===== config.mk =====
export PLATFORM = sky130hd
export DESIGN_NAME = pipe_hazard_ctrl
export DESIGN_NICKNAME = d
export VERILOG_FILES = /design/src/rtl/pipe_hazard_ctrl.sv
export SDC_FILE = /design/constraint.sdc
export NUM_CORES = 1
export LEC_CHECK = 0
export CAP_MARGIN = 0
export CORE_AREA = 10 10 54 78
export CTS_CLUSTER_SIZE = 25
export DETAILED_ROUTE_END_ITERATION = 6
export DIE_AREA = 0 0 64 88
export GPL_TIMING_DRIVEN = 1
export PLACE_DENSITY = 0.82
export SETUP_SLACK_MARGIN = 0.15
export SYNTH_ARGS = -nofsm -noshare
export SYNTH_HDL_FRONTEND = slang
export SYNTH_SLANG_ARGS = --single-unit

===== constraint.sdc =====
create_clock -name clk -period 2.2 [get_ports clk]
set_input_delay 0.44 -clock clk [delete_from_list [all_inputs] [get_ports clk]]
set_output_delay 0.44 -clock clk [all_outputs]
set_load 0.02 [all_outputs]

===== src/rtl/pipe_hazard_ctrl.sv =====
// pipe_hazard_ctrl
// ----------------
// Central stall/flush sequencer for the 5-stage pipeline. It drives the
// stall/flush controls of the IF_ID, ID_EX, EX_MEM and MEM_WB pipeline
// registers plus the PC hold. It resolves load-use hazards and EX-stage
// redirects, and sequences instruction/data-memory wait states. A data-memory
// access that stays unfinished for too long freezes the pipe and sets a sticky
// error.
//
// Build option: define STALL_CNT_EN to build a 32-bit counter of pc_hold
// cycles on stall_cycles. When it is not defined, stall_cycles is tied to 0.
//
// Parameters
//   REG_AW   register-address width
//   TIMEOUT  max cycles a data access may stall before ERR (2..2^TO_W-1)
//   TO_W     timeout counter width
//
// Ports
//   clk, rst_n                  clock, asynchronous active-low reset
//   id_rs1/id_rs2, id_use_rs*   ID-stage source registers and their use flags
//   ex_is_load, ex_reg_dst      EX-stage load flag and destination register
//   ex_redirect                 EX resolved a taken branch/call/return
//   imem_ready                  fetch data valid this cycle
//   mem_req, mem_ready          data-memory request / completion
//   err_clr                     leaves the error state
//   pc_hold, stall_*, flush_*   pipeline controls (combinational)
//   mem_err                     sticky data-memory timeout flag (registered)
//   stall_cycles                pc_hold cycle count (0 unless STALL_CNT_EN)
//   dbg_state                   current FSM state (0 RUN, 1 DMEM_WAIT, 2 ERR)
//
// Handshake: mem_req is held by the MEM stage for the whole access. The access
// completes in the first cycle with mem_ready=1. If mem_req drops while the
// controller is waiting, that also counts as completion. A data stall exists
// exactly when mem_req=1 and mem_ready=0.

module pipe_hazard_ctrl #(
  parameter int REG_AW  = 4,
  parameter int TIMEOUT = 64,
  parameter int TO_W    = 7
) (
  input  logic              clk,
  input  logic              rst_n,
  input  logic [REG_AW-1:0] id_rs1,
  input  logic [REG_AW-1:0] id_rs2,
  input  logic              id_use_rs1,
  input  logic              id_use_rs2,
  input  logic              ex_is_load,
  input  logic [REG_AW-1:0] ex_reg_dst,
  input  logic              ex_redirect,
  input  logic              imem_ready,
  input  logic              mem_req,
  input  logic              mem_ready,
  input  logic              err_clr,
  output logic              pc_hold,
  output logic              stall_if_id,
  output logic              flush_if_id,
  output logic              stall_id_ex,
  output logic              flush_id_ex,
  output logic              stall_ex_mem,
  output logic              flush_ex_mem,
  output logic              flush_mem_wb,
  output logic              mem_err,
  output logic [31:0]       stall_cycles,
  output logic [1:0]        dbg_state
);

  typedef enum logic [1:0] {
    RUN       = 2'd0,
    DMEM_WAIT = 2'd1,
    ERR       = 2'd2
  } state_t;

  state_t          state, state_nxt;
  logic [TO_W-1:0] to_cnt, to_cnt_nxt;
  logic            mem_err_nxt;

  logic dstall;
  logic lu;

  assign dstall = mem_req & ~mem_ready;

  // Register 0 is hard-wired, so a load targeting it never creates a hazard.
  assign lu = ex_is_load && (ex_reg_dst != '0) &&
              ((id_use_rs1 && (id_rs1 == ex_reg_dst)) ||
               (id_use_rs2 && (id_rs2 == ex_reg_dst)));

  assign dbg_state = state;

  // State register
  always_ff @(posedge clk or negedge rst_n) begin
    if (!rst_n) begin
      state   <= RUN;
      to_cnt  <= '0;
      mem_err <= 1'b0;
    end else begin
      state   <= state_nxt;
      to_cnt  <= to_cnt_nxt;
      mem_err <= mem_err_nxt;
    end
  end

  // Next-state logic. to_cnt starts at 1 on entry because the cycle spent in
  // RUN, when the stall was first seen, already counts as a wait cycle.
  always_comb begin
    state_nxt   = state;
    to_cnt_nxt  = to_cnt;
    mem_err_nxt = mem_err;
    case (state)
      RUN: begin
        if (dstall) begin
          state_nxt  = DMEM_WAIT;
          to_cnt_nxt = TO_W'(1);
        end
      end
      DMEM_WAIT: begin
        if (!dstall) begin
          state_nxt  = RUN;
          to_cnt_nxt = '0;
        end else if (to_cnt == TO_W'(TIMEOUT - 1)) begin
          state_nxt   = ERR;
          mem_err_nxt = 1'b1;
        end else begin
          to_cnt_nxt = to_cnt + TO_W'(1);
        end
      end
      ERR: begin
        if (err_clr) begin
          state_nxt   = RUN;
          to_cnt_nxt  = '0;
          mem_err_nxt = 1'b0;
        end
      end
      default: begin
        state_nxt   = RUN;
        to_cnt_nxt  = '0;
        mem_err_nxt = 1'b0;
      end
    endcase
  end

  // Output logic. RUN and DMEM_WAIT share one priority chain. While waiting,
  // dstall is still 1 and selects the hold. In the completion cycle dstall is 0,
  // so the remaining RUN priorities apply. The outputs are gated with rst_n so
  // the pipe sees no control while reset is asserted.
  always_comb begin
    pc_hold      = 1'b0;
    stall_if_id  = 1'b0;
    flush_if_id  = 1'b0;
    stall_id_ex  = 1'b0;
    flush_id_ex  = 1'b0;
    stall_ex_mem = 1'b0;
    flush_ex_mem = 1'b0;
    flush_mem_wb = 1'b0;
    if (rst_n) begin
      if (state == ERR) begin
        // Freeze the front of the pipe and drop the faulting access.
        // EX_MEM gets both stall and flush; flush wins inside that register.
        pc_hold      = 1'b1;
        stall_if_id  = 1'b1;
        stall_id_ex  = 1'b1;
        stall_ex_mem = 1'b1;
        flush_ex_mem = 1'b1;
        flush_mem_wb = 1'b1;
      end else if (dstall) begin
        // The redirect is ignored here. EX is held, so it is presented again.
        pc_hold      = 1'b1;
        stall_if_id  = 1'b1;
        stall_id_ex  = 1'b1;
        stall_ex_mem = 1'b1;
        flush_mem_wb = 1'b1;
      end else if (ex_redirect) begin
        flush_if_id = 1'b1;
        flush_id_ex = 1'b1;
      end else if (lu) begin
        pc_hold     = 1'b1;
        stall_if_id = 1'b1;
        flush_id_ex = 1'b1;
      end else if (!imem_ready) begin
        pc_hold     = 1'b1;
        flush_if_id = 1'b1;
      end
    end
  end

`ifdef STALL_CNT_EN
  logic [31:0] stall_cnt;

  always_ff @(posedge clk or negedge rst_n) begin
    if (!rst_n) begin
      stall_cnt <= '0;
    end else if (pc_hold) begin
      stall_cnt <= stall_cnt + 32'd1;
    end
  end

  assign stall_cycles = stall_cnt;
`else
  assign stall_cycles = '0;
`endif

endmodule

==> run summary, run 1 <==
The flow ran to the end, and the final reports show no timing, DRC or antenna violations. The register cell area after layout is 250 um2. The flip-flop and latch count after synthesis is 10. The gate family responsible for the most delay along the worst path is buffers and inverters. The critical path in this run is classified as primary input to output port. The number of antenna diodes is 0. For this run, the leading register cell type out of synthesis is sky130_fd_sc_hd__dfrtp_1. The global routing met1 resource utilization is 10.8%. The chip height came out at 88 um.

The initial antenna violation count is 0. The first global-routing pass estimated 4420 um of wire. In this run the clock root is driven by a sky130_fd_sc_hd__clkbuf_8. The launching element type of the critical path is a primary input. The worst ir drop on vdd is 0.282 mV. The count of input and output buffers is 32. In the global route stage, overall resource usage came out at 9.86%.

The data arrival at the endpoint of the critical path came out at 1.58 ns. The average cell area after synthesis is 8.52 um2. In the routed design, unresolved DRC markers number 0. The highest fanout seen on the critical path is 4.

After routing, the total negative slack on setup checks comes to 0 ns. The CTS clock-pin slew for the worst setup and hold paths came out at 0.05 ns. The number of levels in the clock H-tree came out at 1. The worst setup slack after layout came out at approximately 0.18 ns. On the final layout, the worst clock skew is 0.00437 ns. After floorplanning, the core was divided into 24 placement rows.

Synthesis produced 117 cells. In the final layout, the share of cells above drive strength 1 is 23.1%. The detail-routed net length per standard cell is 14.2 um. The final-layout worst hold slack came out at 0.503 ns. The sort of element at the end of the critical path is an output port. For this configuration, the core starts out at a cell density of 35.0%. The number of violations reported at the end of detailed-routing iteration 0 is 22.

After detailed routing, the number of vias per cell comes to 4.44. The count of flip-flops with a built-in enable after synthesis is 0. For met3 alone, demand over resource in global routing was 3.07%. sky130_fd_sc_hd__buf_4 takes more of the synthesized area than any other cell. OpenSTA, run right after detailed placement, puts the worst setup slack at -0.715 ns. The largest net degree at the start of global routing is 11. The overall power after layout came out at between 0.6 and 0.7 mW. The number of hold buffers added after cts came out at 0. The count of nets left with antenna violations once routing finished came out at 0.

The congestion estimate from routability-driven global placement came to 0.844. The stage delay of the slowest cell on the critical path is 0.28 ns. The total number of nets in the final design came out at 184.

Counting along the longest clock path gives a buffer depth of 2. The number of clock buffers added by TritonCTS is 3. The tightest min-delay check is of the flip-flop to flip-flop type.

The share of the clock period used by the worst path after layout came out at 91.7%. After synthesis, the cell types taking the most area are sky130_fd_sc_hd__buf_4 26%, sky130_fd_sc_hd__dfrtp_1 25%, sky130_fd_sc_hd__xor2_1 5.3%. For this design, the sink count on the clock tree is 10. Setup repair after global routing could not meet its margin everywhere. In this run the horizontal extent of the chip is 64 um. The sequential element share of the synthesized area is 25.1%. The footprint of the multi-input gates came out at 586 um2. The CTS tree is done. In the synthesized netlist, the cells that appear most often are 34 x sky130_fd_sc_hd__buf_4, 10 x sky130_fd_sc_hd__dfrtp_1, 7 x sky130_fd_sc_hd__inv_1. In this run the power density over the cells is 468 mW/mm2. The share of flip-flops with an asynchronous set or reset is 100%. For this design the static power due to leakage is about 0.66 nW.

The area inside the core boundary came out at 0.00285 mm2. The total wirelength of the detailed-routed design is 2830 um. The via count of the first global-routing pass came out at roughly 920. Detailed placement ended at an HPWL of 2410 um. The share of the synthesized area in the top cell type came out at 25.6%. The core occupancy in the finished layout came out at 45.8%. met2 is the most crowded layer. The total iterations of the first detailed-routing run is 4. The netlist area before placement came out at 997 um2. The overall overflow remaining after global route came out at 0. Derived from the worst setup path, the maximum achievable clock frequency is slightly below 500 MHz. In the post-synthesis netlist, the cell with the most instances is sky130_fd_sc_hd__buf_4. The netlist uses 35 different library cells. Among all stages on the critical path, the largest delay is contributed by sky130_fd_sc_hd__dlygate4sd2_1. The total die area is 0.00563 mm2. The critical path goes through dlygate4sd2_1, xnor2_1, nand3_1, a21o_1, a31oi_1, buf_4. Max-cap violations in this run came to 0. The number of top-level pins came out at between 60 and 70. The final hold violation count is 0.

Global routing consumed, on the met2 layer, 15.9% of the routing resources. The final max-slew violation count is 0. The number of vias after detailed routing came out at slightly below 900. The number of buffers and inverters on the critical path is 2. The required time of the critical path came out at 1.76 ns.

During synthesis, Yosys emitted a total of 0 warnings. The filler cells instantiated in the layout total 301. The shortest clock period the worst path allows after layout is a little over 2 ns.

The insertion delay to the later sink of the worst-skew pair is roughly 0.24 ns. The number of setup violations in the final report came out at 0. Compared with the post-synthesis result, the final layout area differs by 31.0%.
==> metal layers <==
metal / part of all wire [%] / wire length, um / vias up
met5: 0 / 0 / -
met4: 2.5 / 71 / 0
met3: 8.7 / 246 / 5
met2: 47 / 1320 / 53
met1: 42 / 1190 / 405
li1: - / - / 421
==> logic make-up after synthesis <==
kind of cell	count (synthesis)	synth area share, %
DFF	10	25.1
xor gates and xnor gates	10	8.78
other	1	0.376
buffers and inverters	41	28.2
AOI/OAI and AO/OA	22	14.9
adders and majority gates	1	1.25
and+or+nand+nor	32	21.3
==> through the flow <==
| step | instances | instance area, um2 |
|---|---|---|
| global placement | 194 | 1290 |
| finish | 199 | 1310 |
| CTS | 198 | 1320 |
| floorplan | 148 | 1110 |
| global route | 199 | 1310 |
| detailed placement | 194 | 1290 |
==> final timing paths <==
| path | slack, ns | startpoint | endpoint | depth (start not counted) |
|---|---|---|---|---|
| max | 0.18 | ex_reg_dst[2] | pc_hold | 6 |
| min | 0.50 | to_cnt[6]$_DFFE_PN0P_ | to_cnt[6]$_DFFE_PN0P_ | 1 |
| max reg2reg | 0.46 | to_cnt[0]$_DFFE_PN0P_ | to_cnt[2]$_DFFE_PN0P_ | 6 |
| min reg2reg | 0.50 | to_cnt[6]$_DFFE_PN0P_ | to_cnt[6]$_DFFE_PN0P_ | 1 |
| max in group asynchronous | 1.36 | rst_n | dbg_state[0]$_DFFE_PN0P_ | 3 |
| min in group asynchronous | 0.69 | rst_n | to_cnt[2]$_DFFE_PN0P_ | 3 |
==> sequential cells by signal, summed over array words and instances (netlist names) <==
signal and flops:
to_cnt 7, mem_err 1, dbg_state 2
==> worst reg2reg max path: stages (launching register included) <==
cell	delay, ns
sky130_fd_sc_hd__dfrtp_1	0.40
sky130_fd_sc_hd__ha_1	0.20
sky130_fd_sc_hd__nand2_1	0.07
sky130_fd_sc_hd__or4_4	0.54
sky130_fd_sc_hd__and3b_1	0.20
sky130_fd_sc_hd__xnor2_1	0.17
sky130_fd_sc_hd__nor2_1	0.06
==> layout by cell type, fill, tap and decap left out, types with 2 or more instances in the layout <==
cell	count
sky130_fd_sc_hd__a21oi_1	2
sky130_fd_sc_hd__conb_1	32
sky130_fd_sc_hd__and3_1	2
sky130_fd_sc_hd__nand3_1	6
sky130_fd_sc_hd__xor2_1	6
sky130_fd_sc_hd__nor3_1	2
sky130_fd_sc_hd__clkdlybuf4s50_1	10
sky130_fd_sc_hd__nand2_1	5
sky130_fd_sc_hd__buf_2	3
sky130_fd_sc_hd__xnor2_1	4
sky130_fd_sc_hd__a31oi_1	3
sky130_fd_sc_hd__dlygate4sd2_1	3
sky130_fd_sc_hd__o21ai_0	5
sky130_fd_sc_hd__clkbuf_2	7
sky130_fd_sc_hd__nor2_1	6
sky130_fd_sc_hd__dfrtp_1	10
sky130_fd_sc_hd__inv_1	7
sky130_fd_sc_hd__clkdlybuf4s15_1	3
sky130_fd_sc_hd__buf_4	13
sky130_fd_sc_hd__o31ai_1	2
sky130_fd_sc_hd__dlymetal6s2s_1	2
sky130_fd_sc_hd__clkbuf_8	4
==> layout make-up <==
class	count	area share, %
multi-input combinational	97	44.8
sequential	10	19.2
timing repair buffer	42	26.1
inverter	7	2.01
tap	39	3.74
clock buffer	4	4.21
==> power breakdown <==
part | internal [mW] | leakage [nW] | switching, mW
combinational | 0.0671 | 0.495 | 0.115
clock | 0.158 | 0.0288 | 0.0754
sequential | 0.190 | 0.136 | 0.00638
==> repair_timing <==
action | CTS | global route
setup endpoints to repair | 8 | 9
pin swaps | 10 | 13
gates resized for setup | 46 | 23
buffers inserted | 0 | 1
Note: power is estimated with default switching activity, not from simulation.
==> inputs of run 2 (changes only) <==
--- a/config.mk
+++ b/config.mk
@@ -7,6 +7,7 @@
 export LEC_CHECK = 0
 export CAP_MARGIN = 0
 export CORE_AREA = 10 10 54 78
+export CTS_CLUSTER_DIAMETER = 100
 export CTS_CLUSTER_SIZE = 25
 export DETAILED_ROUTE_END_ITERATION = 6
 export DIE_AREA = 0 0 64 88
==> results of run 2 <==
No change in the layout: final DEF, timing and power equal those of run 1.
